--- src/rtl/fifo_pkg.sv ---
// Shared constants and elaboration helpers for the flagged synchronous FIFO.
package fifo_pkg;

    localparam int FWFT_STANDARD = 0;
    localparam int FWFT_FALLTHRU = 1;

    // One extra pointer bit distinguishes full from empty when addresses match.
    function automatic int ptr_width(input int addr_width);
        return addr_width + 1;
    endfunction

    function automatic bit thresh_valid(input int depth, input int afull, input int aempty);
        return (afull <= depth) && (aempty < depth);
    endfunction

endpackage

--- src/rtl/sync_fifo_ram.sv ---
// FIFO storage: synchronous write port, asynchronous read; contents are never reset.
module sync_fifo_ram #(
    parameter int ADDR_WIDTH = 4,
    parameter int DATA_WIDTH = 8
) (
    input  logic                  clk_i,
    input  logic                  we_i,
    input  logic [ADDR_WIDTH-1:0] waddr_i,
    input  logic [DATA_WIDTH-1:0] wdata_i,
    input  logic [ADDR_WIDTH-1:0] raddr_i,
    output logic [DATA_WIDTH-1:0] rdata_o
);

    localparam int DEPTH = 2 ** ADDR_WIDTH;

    logic [DATA_WIDTH-1:0] mem_q [DEPTH];

    always_ff @(posedge clk_i) begin
        if (we_i) begin
            mem_q[waddr_i] <= wdata_i;
        end
    end

    assign rdata_o = mem_q[raddr_i];

endmodule

--- src/rtl/sync_fifo_flags.sv ---
// Synchronous FIFO with full/empty/almost flags, sticky error flags, flush,
// and either a registered standard read or first-word-fall-through output.
module sync_fifo_flags
    import fifo_pkg::*;
#(
    parameter int ADDR_WIDTH    = 4,
    parameter int DATA_WIDTH    = 8,
    parameter int FWFT          = FWFT_STANDARD,
    parameter int AFULL_THRESH  = (2 ** ADDR_WIDTH) - 2,
    parameter int AEMPTY_THRESH = 2
) (
    input  logic                  clk_i,
    input  logic                  rst_ni,
    input  logic                  flush_i,
    input  logic                  wr_en_i,
    input  logic [DATA_WIDTH-1:0] din_i,
    input  logic                  rd_en_i,
    output logic [DATA_WIDTH-1:0] dout_o,
    output logic                  full_o,
    output logic                  empty_o,
    output logic                  almost_full_o,
    output logic                  almost_empty_o,
    output logic [ADDR_WIDTH:0]   count_o,
    output logic                  rd_valid_o,
    output logic                  overflow_o,
    output logic                  underflow_o
);

    localparam int DEPTH = 2 ** ADDR_WIDTH;
    localparam int PW    = ptr_width(ADDR_WIDTH);
    localparam logic [PW-1:0] AFULL_T  = PW'(AFULL_THRESH);
    localparam logic [PW-1:0] AEMPTY_T = PW'(AEMPTY_THRESH);

    if (!thresh_valid(DEPTH, AFULL_THRESH, AEMPTY_THRESH)) begin : g_bad_thresh
        $error("sync_fifo_flags: AFULL_THRESH must be <= DEPTH and AEMPTY_THRESH < DEPTH");
    end

    logic [PW-1:0]         wr_ptr_q, wr_ptr_d;
    logic [PW-1:0]         rd_ptr_q, rd_ptr_d;
    logic                  overflow_q, overflow_d;
    logic                  underflow_q, underflow_d;
    logic [PW-1:0]         count_w;
    logic                  full_w, empty_w;
    logic                  wr_acc, rd_acc;
    logic [DATA_WIDTH-1:0] rdata_w;

    assign count_w = wr_ptr_q - rd_ptr_q;
    assign empty_w = (wr_ptr_q == rd_ptr_q);
    assign full_w  = (wr_ptr_q[PW-1] != rd_ptr_q[PW-1]) &&
                     (wr_ptr_q[PW-2:0] == rd_ptr_q[PW-2:0]);

    // Flush wins over any request in the same cycle.
    assign wr_acc = wr_en_i && !full_w  && !flush_i;
    assign rd_acc = rd_en_i && !empty_w && !flush_i;

    always_comb begin
        wr_ptr_d    = wr_ptr_q + PW'(wr_acc);
        rd_ptr_d    = rd_ptr_q + PW'(rd_acc);
        overflow_d  = overflow_q  | (wr_en_i & full_w);
        underflow_d = underflow_q | (rd_en_i & empty_w);
        if (flush_i) begin
            wr_ptr_d    = '0;
            rd_ptr_d    = '0;
            overflow_d  = 1'b0;
            underflow_d = 1'b0;
        end
    end

    always_ff @(posedge clk_i or negedge rst_ni) begin
        if (!rst_ni) begin
            wr_ptr_q    <= '0;
            rd_ptr_q    <= '0;
            overflow_q  <= 1'b0;
            underflow_q <= 1'b0;
        end else begin
            wr_ptr_q    <= wr_ptr_d;
            rd_ptr_q    <= rd_ptr_d;
            overflow_q  <= overflow_d;
            underflow_q <= underflow_d;
        end
    end

    sync_fifo_ram #(
        .ADDR_WIDTH(ADDR_WIDTH),
        .DATA_WIDTH(DATA_WIDTH)
    ) u_ram (
        .clk_i  (clk_i),
        .we_i   (wr_acc),
        .waddr_i(wr_ptr_q[PW-2:0]),
        .wdata_i(din_i),
        .raddr_i(rd_ptr_q[PW-2:0]),
        .rdata_o(rdata_w)
    );

    if (FWFT == FWFT_STANDARD) begin : g_std
        logic [DATA_WIDTH-1:0] dout_q, dout_d;
        logic                  rd_valid_q, rd_valid_d;

        always_comb begin
            dout_d     = rd_acc ? rdata_w : dout_q;
            rd_valid_d = rd_acc;
        end

        always_ff @(posedge clk_i or negedge rst_ni) begin
            if (!rst_ni) begin
                dout_q     <= '0;
                rd_valid_q <= 1'b0;
            end else begin
                dout_q     <= dout_d;
                rd_valid_q <= rd_valid_d;
            end
        end

        assign dout_o     = dout_q;
        assign rd_valid_o = rd_valid_q;
    end else begin : g_fwft
        // Head word is visible as soon as it is stored; rd_en only pops it.
        assign dout_o     = rdata_w;
        assign rd_valid_o = 1'b0;
    end

    assign full_o         = full_w;
    assign empty_o        = empty_w;
    assign count_o        = count_w;
    assign almost_full_o  = (count_w >= AFULL_T);
    assign almost_empty_o = (count_w <= AEMPTY_T);
    assign overflow_o     = overflow_q;
    assign underflow_o    = underflow_q;

endmodule

--- config.mk ---
export PLATFORM = sky130hd
export DESIGN_NAME = sync_fifo_flags
export DESIGN_NICKNAME = d
export VERILOG_FILES = /design/src/rtl/fifo_pkg.sv /design/src/rtl/sync_fifo_ram.sv /design/src/rtl/sync_fifo_flags.sv
export SDC_FILE = /design/constraint.sdc
export NUM_CORES = 1
export LEC_CHECK = 0
export CAP_MARGIN = 15
export CORE_ASPECT_RATIO = 1.2
export CORE_UTILIZATION = 53
export DETAILED_ROUTE_END_ITERATION = 12
export PLACE_DENSITY = 0.78
export SYNTH_ARGS = -nofsm -noshare
export SYNTH_HDL_FRONTEND = slang
export SYNTH_SLANG_ARGS = --single-unit
export TNS_END_PERCENT = 100
--- constraint.sdc ---
create_clock -name clk_i -period 4.13 [get_ports clk_i]
set_input_delay 1.239 -clock clk_i [delete_from_list [all_inputs] [get_ports clk_i]]
set_output_delay 1.239 -clock clk_i [all_outputs]
set_load 0.05 [all_outputs]
==> flow_metrics.env <==
export IMPL_viasPerCell=5.78
export IMPL_gpl_final_weighted_congestion=0.838
export IMPL_path_cells="inv_1 -> ha_1 -> inv_1 -> fa_1 -> a21o_1 -> a21oi_1 -> xnor2_1 -> a41o_1 -> buf_12"
export IMPL_global_route_usage_total_pct=22.0
export IMPL_yosys_warnings=0
export IMPL_numnets_final=380
export IMPL_fin_ws_ns=0.331
export IMPL_clock_tree_buffer_depth=2
export IMPL_detailedRoute_firstPassIterationCount=4
export IMPL_area_growth_synth_to_final_pct=18.3
export IMPL_vdd_ir_drop_worst_uv=294
export IMPL_post_route_min_period_ns=3.80
export IMPL_gr_total_overflow=0
export IMPL_holdWs_ns=0.497
export IMPL_total_power_w=0.00372
export IMPL_synthSimpleGateAreaFrac_pct=4.32
export IMPL_post_synth_inst_count=315
export IMPL_clkSlewWorstSetupHoldPaths_ns=0.06
export IMPL_critical_path_top_delay_cell="dfrtp_1"
export IMPL_max_slew_margin_pct=33.6
export IMPL_postSynthNetCount=337
export IMPL_die_area_mm2=0.0119
export IMPL_post_route_period_util_pct=92.0
export IMPL_yosysSeqAreaShare_pct=71.8
export IMPL_placement_cell_area_mm2=0.00659
export IMPL_yosys_mux_area_fraction_pct=15.4
export IMPL_floorplan_core_area_mm2=0.0111
export IMPL_postSynthRegisterBits=149
export IMPL_cp_required_ns=2.89
export IMPL_ys_async_sr_fraction_pct=14.1
export IMPL_drv_slew=0
export IMPL_floorplan_die_height_um=119
export IMPL_root_buffer="clkbuf_16"
export IMPL_post_cts_setup_buffers=0
export IMPL_clock_sink_count=149
export IMPL_grt_first_pass_wirelength_mm=18.1
export IMPL_antenna_diode_count=0
export IMPL_setup_viol=0
export IMPL_lkg_pwr_nw=2.44
export IMPL_grt_setup_unrepaired="false"
export IMPL_preCtsSetupSlack_ns=0.647
export IMPL_numCtsBuffers=17
export IMPL_number_of_enable_type_register_cells_in_the_synthesized_netlist=128
export IMPL_timing_setup_critical_path_class="reg -> out"
export IMPL_worstHoldPathType="reg -> reg"
export IMPL_i_o_pin_total=33
export IMPL_area_of_the_mapped_netlist_mm2=0.00608
export IMPL_drv_cap=0
export IMPL_fmax_mhz=263
export IMPL_share_of_layout_cells_above_drive_strength_1_pct=17.0
export IMPL_synth_adder_area_share_pct=1.97
export IMPL_cpLargestDelayFamily="adder cells"
export IMPL_crit_path_max_fanout=4
export IMPL_dieWidth_um=99.8
export IMPL_grt_max_degree=35
export IMPL_clock_latency_ns=0.42
export IMPL_routed_via_count=3036
export IMPL_startpoint_type="register"
export IMPL_clock_skew_ns=0.0103
export IMPL_path_common_cell="inv_1"
export IMPL_port_buffers=32
export IMPL_cts_htree_levels=4
export IMPL_number_of_drc_violations_after_detailed_routing=0
export IMPL_synth_flop_cell="edfxtp_1"
export IMPL_vias_in_the_first_global_route=3109
export IMPL_synth_top_family_by_area="multiplexers"
export IMPL_drt_wl_total_mm=11.7
export IMPL_worstSetupEndpointType="output pin"
export IMPL_finalSetupTns_ns=0
export IMPL_placement_rows=42
export IMPL_antenna_found_initial=0
export IMPL_initial_core_util_pct=54.9
export IMPL_tritoncts_clock_tree="yes"
export IMPL_synth_xor_area_share_pct=1.44
export IMPL_drt_antenna_violating_nets=0
export IMPL_arrival_time_at_the_worst_endpoint_ns=2.56
export IMPL_power_density_cell_area_mw_per_mm2=516
export IMPL_detailed_place_hpwl_mm=7.33
export IMPL_final_area_mm2=0.00720
export IMPL_cts_resized_gates=0
export IMPL_synth_area_per_cell_um2=19.3
export IMPL_cts_hold_repair_buffers=0
export IMPL_status="complete, no violations"
export IMPL_buffer_and_inverter_count_on_the_worst_path=3
export IMPL_wl_per_cell_um=22.2
export IMPL_fill_cells=733
export IMPL_worst_path_largest_cell_delay_ns=0.40
export IMPL_yosys_cell_types_count=36
export IMPL_tightestPinTransition_ns=0.992
export IMPL_timing_final_hold_violations=0
export IMPL_drt_initial_drc_count=218
export IMPL_synth_compound_gate_area_share_pct=2.39
-- kinds of logic (layout without fill, tap and decap cells) --
family                     after synthesis  count (layout)
buffers and inverters                   24              80
xor gates and xnor gates                10              10
adders and majority gates                9               9
and+or+nand+nor                         56              56
DFF                                    149             149
AOI/OAI and AO/OA                       19              19
muxes                                   48              48
-- final cells by class --
cell class / instances / area (um^2) / area share (%)
sequential: 149 / 4370 / 60.7
multi-input combinational: 142 / 1560 / 21.6
timing repair buffer: 40 / 435 / 6.05
clock buffer: 18 / 429 / 5.96
tap: 154 / 193 / 2.68
clock inverter: 14 / 183 / 2.54
inverter: 8 / 30.0 / 0.417
-- sequential cells by signal (all words and copies together) (netlist names) --
signal,flops
wr_ptr_q,5
overflow_o,1
underflow_o,1
dout_o,8
u_ram.mem_q,128
rd_ptr_q,5
rd_valid_o,1
-- where the power goes --
group | internal, W | switching, W | total [W] | leakage, nW
Clock | 0.00101 | 0.000587 | 0.00159 | 0.293
Combinational | 0.000145 | 0.000268 | 0.000413 | 0.720
Sequential | 0.00168 | 0.0000296 | 0.00171 | 1.43
-- final timing paths --
check                                 startpoint                    end  slack [ns]  cells after the start
setup / recovery           wr_ptr_q[0]$_DFF_PN0_          almost_full_o        0.33                      9
hold / removal             underflow_o$_DFF_PN0_  underflow_o$_DFF_PN0_        0.50                      2
setup reg to reg           wr_ptr_q[2]$_DFF_PN0_  rd_ptr_q[4]$_DFF_PN0_        1.24                      9
hold reg to reg            underflow_o$_DFF_PN0_  underflow_o$_DFF_PN0_        0.50                      2
max in group asynchronous                 rst_ni  rd_ptr_q[1]$_DFF_PN0_        2.10                      1
min in group asynchronous                 rst_ni   overflow_o$_DFF_PN0_        1.37                      1
-- per-stage QoR --
stage / utilization [%] / cells
floorplan: - / 315
global placement: 59.4 / 493
detailed placement: 59.4 / 493
CTS: 64.9 / 525
global route: 64.9 / 525
finish: 64.9 / 525
-- cells in the final DEF (no fill, tap or decap), types with 2 or more instances in the layout --
cell	n
edfxtp_1	128
clkdlybuf4s50_1	24
nor2_1	22
dfrtp_1	20
mux4_2	17
clkbuf_16	17
mux2i_1	16
mux4_1	15
buf_4	10
nand2_1	9
inv_1	8
o221ai_1	8
ha_1	8
nor2b_1	6
nand3_1	6
buf_12	6
xnor2_1	5
xor2_1	5
nor3_1	4
bufinv_16	4
a21oi_1	3
nand2b_1	3
clkinv_1	3
a21o_1	2
nand3b_1	2
clkinv_2	2
clkinvlp_4	2
inv_6	2
-- layer usage --
metal  wire (um)  vias up  track usage, %
met1        4770     1544            29.0
met5           0        -               0
met4         377        0            10.7
li1            -     1349               -
met2        5810      122            33.8
met3         712       21            6.16
-- cell usage after synthesis (4+ instances only) --
library cell	instances	area, um^2
dfrtp_1	21	526
nor2b_1	6	37.5
nand3_1	6	30.0
xor2_1	5	43.8
mux2i_1	16	160
edfxtp_1	128	3840
o221ai_1	8	70.1
ha_1	8	100
buf_6	5	56.3
inv_1	8	30.0
nor2_1	22	82.6
mux4_2	17	383
nand2_1	9	33.8
mux4_1	15	394
nor3_1	4	20.0
xnor2_1	5	43.8
-- worst register-to-register path, cell delays in order, from the launching register on --
cell and delay [ns]:
dfrtp_1 0.52, ha_1 0.43, nand4_1 0.20, o21ai_1 0.70
inv_1 0.16, ha_1 0.26, ha_1 0.22, nand3_1 0.10
xor2_1 0.14, nor2_1 0.05
No activity file was read; power rests on OpenSTA's default activity.
